===== src/rtl/phase_seq_pkg.sv =====
// Shared types and helpers for the phase sequencer: FSM state encoding and
// the phase-index width rule.
package phase_seq_pkg;

    typedef enum logic {
        IDLE = 1'b0,
        RUN  = 1'b1
    } state_e;

    // Width of a binary index that can address n phases.
    function automatic int idx_width(input int n);
        return $clog2(n);
    endfunction

endpackage


===== src/rtl/phase_sequencer_dec.sv =====
// Binary-to-one-hot decoder with an enable.
// The output is all zero while en_i is low.
module dec #(
    parameter int in_cnt  = 2,
    parameter int out_cnt = 4
) (
    input  logic [in_cnt-1:0]  bin_i,
    input  logic               en_i,
    output logic [out_cnt-1:0] onehot_o
);

    always_comb begin
        onehot_o = '0;
        if (en_i) begin
            for (int k = 0; k < out_cnt; k++) begin
                if (bin_i == in_cnt'(k)) begin
                    onehot_o[k] = 1'b1;
                end
            end
        end
    end

endmodule


===== src/rtl/phase_sequencer.sv =====
// Steps a one-hot phase vector through len+1 phases, either once (with a done
// pulse) or repeatedly, with stall and abort control.
module phase_sequencer
    import phase_seq_pkg::*;
#(
    parameter int N_PHASES = 4,
    localparam int CW      = $clog2(N_PHASES)
) (
    input  logic                clk,
    input  logic                rst,
    input  logic                start,
    input  logic                finish,
    input  logic                stall,
    input  logic [CW-1:0]       len,
    input  logic                loop_mode,
    output logic [N_PHASES-1:0] secv,
    output logic [CW-1:0]       phase_idx,
    output logic                busy,
    output logic                last,
    output logic                done
);

    localparam int IW = idx_width(N_PHASES);
    localparam logic [CW:0] MAX_LEN = (CW + 1)'(N_PHASES - 1);

    state_e        state_q, state_d;
    logic [CW-1:0] idx_q, idx_d;
    logic [CW-1:0] len_q, len_d;
    logic          loop_q, loop_d;
    logic          done_q, done_d;

    always_ff @(posedge clk) begin
        if (rst) begin
            state_q <= IDLE;
            idx_q   <= '0;
            len_q   <= '0;
            loop_q  <= 1'b0;
            done_q  <= 1'b0;
        end else begin
            state_q <= state_d;
            idx_q   <= idx_d;
            len_q   <= len_d;
            loop_q  <= loop_d;
            done_q  <= done_d;
        end
    end

    always_comb begin
        state_d = state_q;
        idx_d   = idx_q;
        len_d   = len_q;
        loop_d  = loop_q;
        done_d  = 1'b0;
        unique case (state_q)
            IDLE: begin
                idx_d = '0;
                if (start && !finish) begin
                    state_d = RUN;
                    loop_d  = loop_mode;
                    // Non-power-of-two phase counts can receive an index past the end.
                    if ({1'b0, len} > MAX_LEN) begin
                        len_d = MAX_LEN[CW-1:0];
                    end else begin
                        len_d = len;
                    end
                end
            end
            RUN: begin
                if (finish) begin
                    state_d = IDLE;
                    idx_d   = '0;
                end else if (!stall) begin
                    if (idx_q < len_q) begin
                        idx_d = idx_q + 1'b1;
                    end else if (loop_q) begin
                        idx_d = '0;
                    end else begin
                        state_d = IDLE;
                        idx_d   = '0;
                        done_d  = 1'b1;
                    end
                end
            end
            default: begin
                state_d = IDLE;
                idx_d   = '0;
            end
        endcase
    end

    assign busy      = (state_q == RUN);
    assign last      = busy && (idx_q == len_q);
    assign done      = done_q;
    assign phase_idx = idx_q;

    dec #(
        .in_cnt (IW),
        .out_cnt(N_PHASES)
    ) u_dec (
        .bin_i   (idx_q),
        .en_i    (busy),
        .onehot_o(secv)
    );

endmodule


===== config.mk =====
export PLATFORM = sky130hd
export DESIGN_NAME = phase_sequencer
export DESIGN_NICKNAME = d
export VERILOG_FILES = /design/src/rtl/phase_seq_pkg.sv /design/src/rtl/phase_sequencer_dec.sv /design/src/rtl/phase_sequencer.sv
export SDC_FILE = /design/constraint.sdc
export NUM_CORES = 1
export LEC_CHECK = 0
export ABC_CLOCK_PERIOD_IN_PS = 1450
export CAP_MARGIN = 20
export CORE_AREA = 2 2 39 41
export CTS_CLUSTER_SIZE = 28
export DETAILED_ROUTE_END_ITERATION = 8
export DIE_AREA = 0 0 41 43
export PLACE_DENSITY = 0.62
export SLEW_MARGIN = 20
export SYNTH_ARGS = -nofsm -noshare
export SYNTH_HDL_FRONTEND = slang
export SYNTH_HIERARCHICAL = 1
export SYNTH_SLANG_ARGS = --single-unit

===== constraint.sdc =====
create_clock -name clk -period 1.45 [get_ports clk]
set_input_delay 0.145 -clock clk [delete_from_list [all_inputs] [get_ports clk]]
set_output_delay 0.145 -clock clk [all_outputs]
set_load 0.1 [all_outputs]

# Yosys cells after proc, flatten, opt, wreduce, memory -nomap -nowiden
# Index checks and enable logic that the tools add are counted.
[totals]
ff_bits = 7
input_bits = 8
out_inout_bits = 9
wordCells = 35
[op_classes]
addsub = 1
magnitude_cmp = 1
eq_ne = 5
n_mux = 16
n_bitwise = 1
reduce_logical = 6
[op_table]
columns = ["operator", "count"]
rows = [
  ["$mux 1", 10],
  ["$mux 2", 3],
  ["$reduce_or 5->1", 1],
  ["$eq 2x2->1 const B", 2],
  ["$mux 4", 1],
  ["$pmux 2 s2", 1],
  ["$ne 3x3->1 const B", 1],
  ["$add 2x1->2 const B", 1],
  ["$eq 2x1->1 const B", 1],
  ["$eq 2x2->1", 1],
  ["$logic_and 1x1->1", 2],
  ["$logic_not 2->1", 1],
  ["$lt 2x2->1", 1],
  ["$pmux 1 s2", 1],
  ["$reduce_and 2->1", 1],
  ["$logic_not 1->1", 1],
  ["$not 1->1", 1],
]

# Logic depth before layout (Yosys ltp)
# Gate-level depths: netlist of run 1.
[depth]
depth_word = 5
depth_mapped = 5
ltp_nobuf = 5

# Cells and area by module
# Netlist of run 1, hierarchy kept.
[by_module_without_submodules]
columns = ["mod", "instances", "cells_each", "area_each_um2", "seq_area_each_um2"]
rows = [
  ["phase_sequencer", 1, 35, 329.1, 140.1],
  ["dec", 1, 4, 37.5, 0.0],
]

# Worst setup path before layout of run 1
# OpenSTA, ideal clock, no wires.
[synth_path]
path_kind = "reg2out"
from = "register state_q, in the netlist busy"
to = "output secv[0]"
t_arrival_ps = 2410
required_ps = 1305
setup_slack_ps = -1105
stages_incl_launch_ff = 2
n_path_buf = 0
path_cell_list = "dfxtp_1 -> nor3b_2"
[synth_via]
elab_chain_len = 1
[synth_rtl]
columns = ["element", "line_no", "source"]
rows = [
  ["from (decl)", "phase_sequencer.sv:26", "state_e state_q, state_d;"],
  ["from (signal assigned)", "phase_sequencer.sv:40", "state_q <= state_d;"],
  ["$mux 4", "phase_sequencer_dec.sv:14", "if (en_i) begin"],
  ["to (decl)", "phase_sequencer.sv:16", "output logic [N_PHASES-1:0] secv,"],
]
# No other way between the ends.

# Worst setup path in the final report of run 1
[layout_path]
from = "register idx_q[0], in the netlist phase_idx[0]"
to = "output last"
[layout_via]
elab_chain_len = 2
[layout_rtl]
columns = ["element", "line_no", "source"]
rows = [
  ["from (decl)", "phase_sequencer.sv:27", "logic [CW-1:0] idx_q, idx_d;"],
  ["from (signal assigned)", "phase_sequencer.sv:41", "idx_q <= idx_d;"],
  ["$eq 2x2->1", "phase_sequencer.sv:92", "assign last = busy && (idx_q == len_q);"],
  ["$logic_and 1x1->1", "phase_sequencer.sv:92", ""],
  ["to (decl)", "phase_sequencer.sv:19", "output logic last,"],
]
# No other way between the ends.

==> results of run 1 <==
logic make-up after synthesis:
family | Yosys count | synth area share
mux | 3 | 0.0819
fa+ha+maj | 2 | 0.0682
compound gates | 6 | 0.123
buf+inv | 2 | 0.0205
flops | 7 | 0.382
simple gates | 19 | 0.324
path summary, 6_finish.rpt:
check | start | to | slack, ns | cells past startpoint
max | phase_idx[0] | last | 0.04 | 4
min | loop_q | loop_q | 0.49 | 2
max reg2reg | phase_idx[1] | phase_idx[0] | 0.07 | 4
min reg2reg | loop_q | loop_q | 0.49 | 2
state kept, by name, indices dropped and copies added, names as in the netlist:
register   flops
loop_q         1
len_q          2
busy           1
done           1
phase_idx      2
timing repair:
action	CTS	global route
setup buffers	1	0
resized for setup	1	0
endpoints found under the setup margin	1	0
hold buffers	0	0
power groups by stage:
stage	logic [mW]	registers, mW	clock network (mW)
floorplan	0.0501	0.215	0
global placement	0.110	0.205	0
detailed placement	0.111	0.205	0
CTS	0.113	0.201	0.184
global route	0.120	0.202	0.188
finish	0.112	0.201	0.178
routing by layer:
metal / vias up / share of wire
met1: 146 / 0.44
met2: 17 / 0.46
met4: 0 / 0.0052
met3: 2 / 0.089
met5: - / 0
li1: 183 / -
area by class of cell:
type	count	area, um^2
fill	124	661
timing repair buffer	18	265
multi-input combinational	30	253
sequential	7	151
clock buffer	4	26.3
tap	16	20.0
inverter	2	7.51
placed cells by master, fill, tap and decap left out:
cell type,n
a211o_1,1
a21oi_1,1
a21oi_2,1
and3_2,1
and3_4,1
and3b_2,2
buf_12,9
buf_4,2
clkbuf_1,1
clkbuf_4,3
clkdlybuf4s50_1,7
dfxtp_1,4
dfxtp_4,3
ha_1,1
ha_4,1
inv_1,2
mux2i_1,3
nand2_1,3
nand2b_1,1
nor2_1,6
nor2b_4,1
nor3b_2,1
nor3b_4,1
o211a_1,1
o211ai_1,1
o21ai_0,1
or3b_1,1
or4_1,1
worst max-delay path, stage by stage, from the launching register on:
cell and delay, ns:
dfxtp_4 0.34, inv_1 0.04, ha_1 0.27, and3_4 0.19
buf_12 0.17
metrics by stage:
| stage | std cells | power (mW) |
|---|---|---|
| 5_1_grt | 77 | 0.510 |
| 2_1_floorplan | 39 | 0.265 |
| 4_1_cts | 77 | 0.498 |
| 3_5_place_dp | 72 | 0.316 |
| 6_report | 77 | 0.491 |
| 3_3_place_gp | 72 | 0.316 |
==> flow_summary_export.csv, run 1 <==
group,metric,value,unit
outcome,status,"finished clean",
sta,period_minus_slack,1.41,ns
sta,setup_viol,0,
place,dpl_worst_slack,0.0133,ns
sta,setup_tns,0,ns
route,vias,348,
route,wire_per_inst,10.0,um
logic_synthesis,synth_flop_cell,"dfxtp_1",
floorplanning,core,1380,um^2
sta,fmax,0.707,GHz
floorplanning,rows,14,
power,clockPowerShare,0.363,
sta,final_max_slew_viol_count,0,
clock_tree,cts_root_buf,"clkbuf_4",
setup_path,crit_arrival,1.27,ns
logic_synthesis,synth_cell_types,20,
final_layout,nNetsFinal,72,
clock_tree,ctsLongestPathBuffers,2,
sta,finalCritPeriodShare,0.975,
final_layout,finalInstanceArea,723,um^2
floorplanning,die_height,43,um
place,gp_congestion,0.676,
clock_tree,clk_pin_slew,0.05,ns
clock_tree,clock_latency,0.26,ns
logic_synthesis,syn_nets,49,
global_route,antenna_found_initial,0,
global_route,grt_first_pass_wirelength,1380,um
power,ir_drop,0.000478,V
route,drt_iter0_drc,1,
route,first_pass_iters,3,
floorplanning,pin_count,17,
logic_synthesis,synth_area,367,um^2
setup_path,path_class,"flip-flop to output port",
final_layout,fin_util,0.523,
place,dp_hpwl,628,um
final_layout,drive_gt1_frac,0.426,
route,drc,0,
clock_tree,numCtsBuffers,3,
global_route,grt_usage,0.120,
route,via_per_inst,4.52,
sta,report.final.hold_viol_count,0,
setup_path,endpoint_kind,"output port",
logic_synthesis,seq_area_frac_synth,0.382,
place,place_area,686,um^2
global_route,grt.busiest_layer,"met2",
final_layout,diodes,0,
power,switchingPower,0.137,mW
sta,worst_slack,0.0366,ns
power,seq_power_share,0.409,
sta,relSlewSlack,0.781,
floorplanning,die_w,41,um
clock_tree,tritoncts,"done",
hold_path,hp-class,"flip-flop to flip-flop",
logic_synthesis,synth_edf_count,0,
logic_synthesis,yosys.area.top_type,"dfxtp_1",
clock_tree,h-tree-depth,1,
logic_synthesis,yosysMostFrequentCell,"dfxtp_1",
logic_synthesis,yosys_warnings,6,
power,power_density,679,nW/um^2
route,routed_wl,772,um
sta,rsz0062_at_grt,"false",
route,antenna_left,0,
logic_synthesis,synth.area.top_cells,"dfxtp_1 38%, mux2i_1 8.2%, ha_1 6.8%",
setup_path,critPathMaxFanout,2,
floorplanning,start_util,0.265,
logic_synthesis,async_flop_share,0,
sta,timing.hold.ws,0.493,ns
global_route,grt_util_met2,0.163,
setup_path,start_kind,"flip-flop",
global_route,grt_max_degree,11,
clock_tree,cts_sinks,7,
logic_synthesis,synth_top_area_share,0.382,
logic_synthesis,synth_cells,39,
sta,skew,0.00656,ns
logic_synthesis,syn_area_per_cell,9.40,um^2
job,cap_violations,0,
logic_synthesis,synth_commonest_cells,"7 x dfxtp_1, 6 x nor2_1, 3 x mux2i_1, 3 x nand2_1",
setup_path,crit_required,1.31,ns
final_layout,area_delta_synth_final,97.3,%
sta,tightest_slew,0.327,ns
global_route,use_met1,0.149,
place,portBuffers,16,
global_route,met3_usage,0.0785,
floorplanning,dieArea,1760,um^2
power,p_int,0.354,mW
power,p_leak,0.281,nW
logic_synthesis,synth-seq-cells,7,
global_route,grt_pass1_vias,315,
global_route,overflow,0,
power,switching_share,0.279,
power,p_comb_frac,0.228,
Power figures use the tool's default switching activity.
==> run 2: changes to the inputs <==
- SLEW_MARGIN: 20 -> not set
==> results of run 2 <==
The final DEF is identical to that of run 1; final timing and power are the same.
